### src/rtl/mips_sys_pkg.sv
// Shared types and constants for the multi-core MIPS run controller and checker.
package mips_sys_pkg;

    localparam int WORD = 32;

    typedef enum logic [2:0] {
        S_RST     = 3'd0,
        S_RUN     = 3'd1,
        S_PASS    = 3'd2,
        S_FAIL    = 3'd3,
        S_TIMEOUT = 3'd4
    } state_t;

    function automatic logic is_terminal(input state_t s);
        return (s == S_PASS) || (s == S_FAIL) || (s == S_TIMEOUT);
    endfunction

endpackage

### src/rtl/multicore_run_checker_store_match.sv
// Per-core decoder for the "test complete" store: flags a matching or a wrong
// value written to the completion address.
module store_match
    import mips_sys_pkg::*;
#(
    parameter logic [WORD-1:0] EXP_ADDR = 32'd84,
    parameter logic [WORD-1:0] EXP_DATA = 32'd7
) (
    input  logic            we,
    input  logic [WORD-1:0] a,
    input  logic [WORD-1:0] d,
    output logic            good,
    output logic            bad
);

    logic addr_hit_s;

    assign addr_hit_s = we & (a == EXP_ADDR);
    assign good       = addr_hit_s & (d == EXP_DATA);
    assign bad        = addr_hit_s & (d != EXP_DATA);

endmodule

### config.mk
export PLATFORM = sky130hd
export DESIGN_NAME = store_match
export DESIGN_NICKNAME = d
export VERILOG_FILES = /design/src/rtl/mips_sys_pkg.sv /design/src/rtl/multicore_run_checker_store_match.sv
export SDC_FILE = /design/constraint.sdc
export NUM_CORES = 1
export LEC_CHECK = 0
export ABC_CLOCK_PERIOD_IN_PS = 1700
export CORE_MARGIN = 2
export CORE_UTILIZATION = 11
export DETAILED_ROUTE_END_ITERATION = 16
export GPL_ROUTABILITY_DRIVEN = 0
export MAX_ROUTING_LAYER = met4
export PLACE_DENSITY_LB_ADDON = 0.05
export SLEW_MARGIN = 20
export SYNTH_ARGS = -nofsm -noshare
export SYNTH_HDL_FRONTEND = slang
export SYNTH_SLANG_ARGS = --single-unit
### constraint.sdc
create_clock -name vclk -period 1.7
set_input_delay 0.51 -clock vclk [all_inputs]
set_output_delay 0.51 -clock vclk [all_outputs]
set_load 0.01 [all_outputs]
==> key figures, run 1 <==
Synthesis
  – Yosys cell types: 10
  – Cells after Synth: 25
  – Most numerous cell in the Yosys netlist: nor4_1
  – Synthesized cell area: 188 µm²
  – Synth area leader: nor4_1
  – Post-synth top area share: 33.3%
  – Syn Nets: 90
  – Post-synthesis sequential area ratio: 0%
  – Syn. warnings: 0
  – Syn avg cell area: 7.51 µm²
  – Most area-consuming cells after synthesis: nor4_1 (33%), nor4b_2 (24%), nand4_1 (13%), and4b_1 (5.3%), nor3_2 (5.3%)
  – Most instantiated cells after synthesis: nor4_1 (10), nand4_1 (4), nor4b_2 (3), nor2_1 (2)

Timing
  – Final number of max-transition violations: 0
  – Worst rel slew slack: 84.3%
  – Fmax: 504 MHz
  – RSZ-0062 raised after global routing: true
  – Final hold violations: 0
  – Period utilization: 117%
  – Min cycle time layout: 1.98 ns
  – PnR worst setup slack: -0.283 ns
  – Setup violations, final: 2
  – Worst-margin pin slew: 0.233 ns
  – Setup TNS Final: -0.543 ns

Power and ir drop
  – Clock power share: 0%
  – VDD IR-drop max: 63.2 µV
  – Leak pwr: 0.367 nW
  – Switch share: 29.2%
  – P_int: 0.0900 mW
  – Reg power frac: 0%
  – Total power: 0.127 mW
  – Power Density: 152 nW/µm²
  – Comb power frac: 100.0%
  – Sw Pwr: 0.0371 mW

Routing
  – # DRC: 0
  – Drt first pass iters: 4
  – Vias per std cell: 4.65
  – Metal2 WL: 688 µm
  – Met3 WL post-DR: 182 µm
  – Final ANT Viol Nets: 0
  – Wire length on met1: 427 µm
  – WL final: 1.32 mm
  – WL per Instance: 12.1 µm
  – 1st-iter DRT viols: 4
  – Max layer used: met4
  – Via count: 507

Final layout
  – Register area: 0 µm²
  – Nets: 160
  – Final instance area: 835 µm²
  – Flip-flop and latch count: 0
  – Fillers: 168
  – CLK BUF: 0
  – Layout cells sized above 1: 52.7%
  – Area Overhead vs Synth: 345%
  – Multi-input logic area: 279 µm²
  – Non-filler instance count after layout: 109
  – Antenna diodes: 0

Place
  – Placed cells: 109
  – Placed wire-length estimate: 1.23 mm
  – Port Buffers: 67
  – Area after DPL: 931 µm²

Global route
  – Initial antenna violation count: 0
  – First-pass GRT wire length: 1.86 mm
  – Largest net degree at the start of global routing: 3
  – Vias in the first global route: 522
  – Remaining global-route overflow: 0
  – GRT Total Usage: 11.8%

Die
  – Die Y: 45.3 µm
  – Core area: 1560 µm²
  – Die area: 2050 µm²
  – Initial Utilization: 12.0%
  – Ports: 67
  – Die Span X: 45.3 µm
  – Row Count: 14

Flow run
  – Max_cap viols: 0

Setup path
  – Crit path kind: primary input to primary output
  – CP required: 1.19 ns
  – Crit path launch type: primary input
  – Worst setup EP type: primary output
  – CP arrival: 1.47 ns
  – Worst-path fanout max: 2

Run status
  – Status: finished, violations left
  – Failing checks: negative setup slack

Min path
  – Hold/Removal Path Class: primary input to primary output

Clock tree
  – Hold buffer count at cts: 0
[layout by cell type, fill, tap and decap left out, types with 2 or more instances in the layout]
cell type        count
nor4_1               4
nor4_2               5
nor4b_4              3
clkdlybuf4s15_1     20
buf_2               25
clkbuf_2             2
buf_6                7
dlygate4sd2_1       13
nand4_1              4
[metrics by stage]
step	setup WS, ns	hold WS (ns)	util, %
floorplan	-0.0645	1.27	-
finish	-0.283	1.47	53.5
global route	-0.384	1.49	53.5
CTS	-0.297	1.47	53.4
detailed placement	-1.11	2.21	59.7
global placement	-1.10	2.21	59.7
[metal layers]
layer,vias to the layer above,GRT usage [%]
met5,-,-
met4,0,1.76
met3,2,1.60
met2,39,24.3
met1,215,11.7
li1,251,-
[power by group through the flow]
stage	Clock, mW	Combinational, mW	Sequential [mW]
after global routing	0	0.137	0
after floorplan	0	0.0135	0
after CTS	0	0.127	0
after global placement	0	0.168	0
after detailed placement	0	0.170	0
final	0	0.127	0
[timing repair]
action / 4_1_cts / 5_1_grt
cloned: 0 / 0
gates resized for setup: 182 / 4
setup buffers: 0 / 0
pin swaps: 24 / 1
setup endpoints to repair: 2 / 2
[worst paths after layout]
kind | startpoint | to | slack (ns) | cells after the start
max | d[11] | bad | -0.28 | 7
min | a[26] | bad | 1.47 | 5
[logic make-up (layout without fill, tap and decap cells)]
group	after synthesis	count (layout)	share of synthesized area, %
AND/OR/NAND/NOR	25	25	100
buffers and inverters	0	68	0
[worst max-delay path, cell delays in order]
cell and delay, ns:
clkdlybuf4s15_1 0.16, nor4_1 0.22, nand4_1 0.17, nor2_2 0.15, buf_4 0.12, nor2b_4 0.03
buf_6 0.11
[cell type report]
cell class | count | share of cell area [%]
repair buffers | 68 | 64.2
multi-input cells | 25 | 33.4
well taps | 16 | 2.40
Note: power is estimated with default switching activity, not from simulation.
==> run 2: changes to the inputs <==
- ABC_CLOCK_PERIOD_IN_PS: 1700 -> 1850
- CORE_UTILIZATION: 11 -> 13
- clock period: 1.7 -> 1.85 ns (I/O delays scaled with it)
==> run 2 against run 1 <==
  * The run still ends with negative setup slack left
  * First-iteration DRC count shrank 100%
  * Critical path depth did not move
  * Power decreased by 6.8%
  * Highest routed layer is now met3
  * Setup slack better by 0.040 ns
  * Via count rose by 1.8%
  * Clock-buffer cell count is the same
  * Largest power group unchanged
  * Die area down 14%
==> key figures, run 2 (synthesis results as in run 1) <==
Setup path
  – Worst path max stage delay: 0.26 ns
  – Worst-path fanout max: 2
  – CP cell instances: clkdlybuf4s15_1 > nor4_1 > nand4_1 > nor2_2 > buf_4 > nor2b_4 > buf_6
  – CP arrival: 1.54 ns
  – Crit path kind: primary input to primary output
  – Buf+Inv Stages, Crit Path: 3
  – Worst setup EP type: primary output
  – CP top delay family: simple AND/OR/NAND/NOR gates
  – Crit path launch type: primary input
  – Crit-path slowest cell: nor4_1
  – CP required: 1.29 ns

Timing
  – Fmax: 478 MHz
  – Worst-margin pin slew: 0.231 ns
  – Worst rel slew slack: 84.4%
  – Period utilization: 113%
  – PnR worst setup slack: -0.243 ns
  – Final hold violations: 0
  – RSZ-0062 raised after global routing: true
  – Setup TNS Final: -0.472 ns
  – Final number of max-transition violations: 0
  – Min cycle time layout: 2.09 ns
  – Hold slack: 1.56 ns
  – Setup violations, final: 2

Final layout
  – Antenna diodes: 0
  – Commonest non-fill, non-tap cell in the layout: buf_2
  – Flip-flop and latch count: 0
  – Util after Layout: 64.0%
  – Most frequent cells in the layout: buf_2 (23), clkdlybuf4s15_1 (22), dlygate4sd2_1 (13), buf_6 (8), nor4_1 (5)
  – Nets: 160
  – Layout cells sized above 1: 49.5%
  – Area Overhead vs Synth: 349%
  – CLK BUF: 0
  – Register area: 0 µm²

Die
  – Die Y: 42.0 µm
  – Ports: 67
  – Die area: 1760 µm²
  – Die Span X: 42.0 µm
  – Core area: 1320 µm²
  – Row Count: 13
  – Initial Utilization: 14.2%

Routing
  – Vias per std cell: 4.78
  – 1st-iter DRT viols: 0
  – WL final: 1.36 mm
  – # DRC: 0
  – WL per Instance: 12.6 µm
  – Via count: 516
  – Final ANT Viol Nets: 0
  – Drt first pass iters: 1

Clock tree
  – Hold buffer count at cts: 0
  – Postcts setup bufs: 0

Power and ir drop
  – Power Density: 140 nW/µm²
  – VDD IR-drop max: 72.1 µV
  – Leak pwr: 0.369 nW
  – Total power: 0.118 mW

Run status
  – Status: finished, violations left
  – Failing checks: negative setup slack

Place
  – Dpl ws: -1.07 ns
  – Port Buffers: 67

Global route
  – First-pass GRT wire length: 2.30 mm
  – GRT Total Usage: 16.1%
  – Remaining global-route overflow: 0
  – Largest net degree at the start of global routing: 3
  – Vias in the first global route: 570
  – Initial antenna violation count: 0

Flow run
  – Max_cap viols: 0

Min path
  – Hold/Removal Path Class: primary input to primary output
-- run 2: cell count changes in the layout (fill, tap and decap cells not counted) --
cell,change
buf_2,-2
nor4_1,+1
nor4_2,-1
clkbuf_2,-1
clkdlybuf4s15_1,+2
buf_6,+1
-- run 2: routing by layer --
metal  up-vias  routed length, µm  global-route usage [%]
met3         0                168                    3.02
met1       231                434                    17.2
met4         0                  0                       0
met5         -                  0                       -
li1        251                  -                       -
met2        34                758                    32.2
-- run 2: repair_timing --
action / CTS / global route
endpoints found under the setup margin: 2 / 2
pin swaps: 23 / 8
gates resized for setup: 180 / 4
-- run 2: metrics by stage --
step / area (µm²) / instances
floorplan: 233 / 25
global route: 843 / 108
global placement: 930 / 108
finish: 843 / 108
CTS: 840 / 108
detailed placement: 930 / 108
-- run 2: report_power, final --
group	total [mW]	switching, mW	internal (mW)
logic	0.118	0.0335	0.0848
clock network	0	0	0
registers	0	0	0
-- run 2: worst min-delay path, delay by kind of cell --
family	cells	cell delay, ns
buffers and inverters	2	0.18
AND/OR/NAND/NOR	3	0.26
-- run 2: final cells by class --
class / instances / area (µm²)
timing repair buffer: 68 / 552
fill: 144 / 474
tap: 15 / 18.8
multi-input combinational: 25 / 273
-- run 2: worst paths after layout --
path	startpoint	end	slack [ns]	depth (start not counted)
max	d[30]	bad	-0.24	7
min	a[26]	bad	1.56	5
==> RTL edit, RTL diff (flow settings as in run 2) <==
Change the package constant `WORD` from 32 to 48.
--- a/src/rtl/mips_sys_pkg.sv
+++ b/src/rtl/mips_sys_pkg.sv
@@ -1,7 +1,7 @@
 // Shared types and constants for the multi-core MIPS run controller and checker.
 package mips_sys_pkg;
 
-    localparam int WORD = 32;
+    localparam int WORD = 48;
 
     typedef enum logic [2:0] {
         S_RST     = 3'd0,
Ports: changed (resized a and d); port bits go from 67 to 99. The function was not compared with the original's and may differ.
==> RTL edit against run 2 <==
  * The flow still finishes with violations (setup timing)
  * Critical path type unchanged
  * Synthesized area up 33%
  * Fmax down 7.7%
  * Setup slack worse by 170 ps
  * Cell area up 43%
  * Non-clock buffer count up 32
  * Synthesized cell count up 48%
  * Wire length up 88%
  * Total power up 56%
  * Utilization up 4.4 points
==> RTL edit: results (changes against run 2) <==
- Synth Area in XOR/XNOR: 0% (unchanged)
- Worst slack, placed: -1210 ps (-140 ps)
- Vias in the first global route: 815 (+43%)
- Post-CTS Setup Inserts: 2 (+2)
- Met2 usage: 42.7% (+10 points)
- Register area share after synthesis: 0% (unchanged)
- Number of clock buffers in the layout: 0 (unchanged)
- Top delay family on crit path: simple AND/OR/NAND/NOR gates
- Largest net degree at the start of global routing: 3 (unchanged)
- FFs & Latches: 0 (unchanged)
- Slowest stage delay, CP: 310 ps (+50 ps)
- Routed wire length: 2560 um (+88%)
- Max Used Layer: met4
- Router iterations before antenna repair: 2 (+1)
- Failing checks: setup timing
- Compound-Gate Fraction of Synth Area: 0% (unchanged)
- Worst Hold Depth: 6 (+1)
- First-pass GRT wire length: 3230 um (+40%)
- Port bufs: 99 (+48%)
- Layout Nets: 236 (+48%)
- Critical-path maximum fanout: 2 (unchanged)
- Met3 WL: 398 um (+140%)
- Library cells used by synthesis: 11 (+1)
- GRT Total Usage: 20.4% (+4.3 points)
- Setup Viol. Count Final: 2 (unchanged)
- Synth Area in Adders: 0% (unchanged)
- Final WS setup: -418 ps (-174 ps)
- Post-cts sizing count: 261 (+45%)
- Met3 Resource Use GR: 4.53% (+1.5 points)
- Comb power: 184 uW (+56%)
- Synth warn: 0 (unchanged)
- Syn_nets: 134 (+49%)
- Metal-1 WL: 823 um (+90%)
- Synth top area cells: nor4_1 (45%), nand4_1 (13%), nor4b_2 (12%)
- Critical-path top delay cell: nor4_4
- Sw power: 60.7 uW (+81%)
- Placed wire-length estimate: 2140 um
- DR iter-0 viols: 1 (+1)
- Clock power share: 0% (unchanged)
- Status: finished with violations
- LEAKAGE: 0.537 nW (+45%)
- # diodes: 0 (unchanged)
- Initial antenna violation count: 0 (unchanged)
- Share of post-route cells with drive strength above 1: 64.2% (+15 points)
- Max VDD drop: 0.0000965 V (+34%)
- Vias per std cell: 4.84 (+1.3%)
- Met1 Resource Use GR: 18.9% (+1.7 points)
- Most frequent cells after synthesis: nor4_1 (18), nand4_1 (5), nor4b_1 (3)
- Met2 wire len: 1290 um (+70%)
- Worst Max-Slew Pin Slew: 242 ps (+10.1 ps)
## RTL edit: cell count changes in the layout (fill, tap and decap cells not counted), moves of 2 or more
cell      before  now
clkbuf_2       1   17
buf_2         23   35
nor4_2         4   11
buf_6          8   12
nor4_4         1    5
nand2_1        0    2
nor4_1         5    3
## RTL edit: kinds of logic (layout without fill, tap and decap cells)
kind of cell  after synthesis  count (layout)
simple gates               37              37
buf+inv                     0             100
## RTL edit: area by class of cell
type	instances	area, um2
Fill cell	174	557
Multi-Input combinational cell	37	438
Tap cell	25	31.3
Timing Repair Buffer	100	738
## RTL edit: through the flow
stage	power (mW)	instance area (um2)	std cells	setup TNS, ps	util, %
floorplan	0.0149	293	37	-260	-
global placement	0.225	1320	162	-2330	75.0
detailed placement	0.229	1320	162	-2400	75.0
CTS	0.178	1220	162	-748	69.4
global route	0.197	1210	162	-1030	68.4
finish	0.184	1210	162	-822	68.4
## RTL edit: worst paths after layout
check | start | slack (ps) | to
worst max-delay path | d[45] | -420 | bad
worst min-delay path | a[18] | 1580 | bad
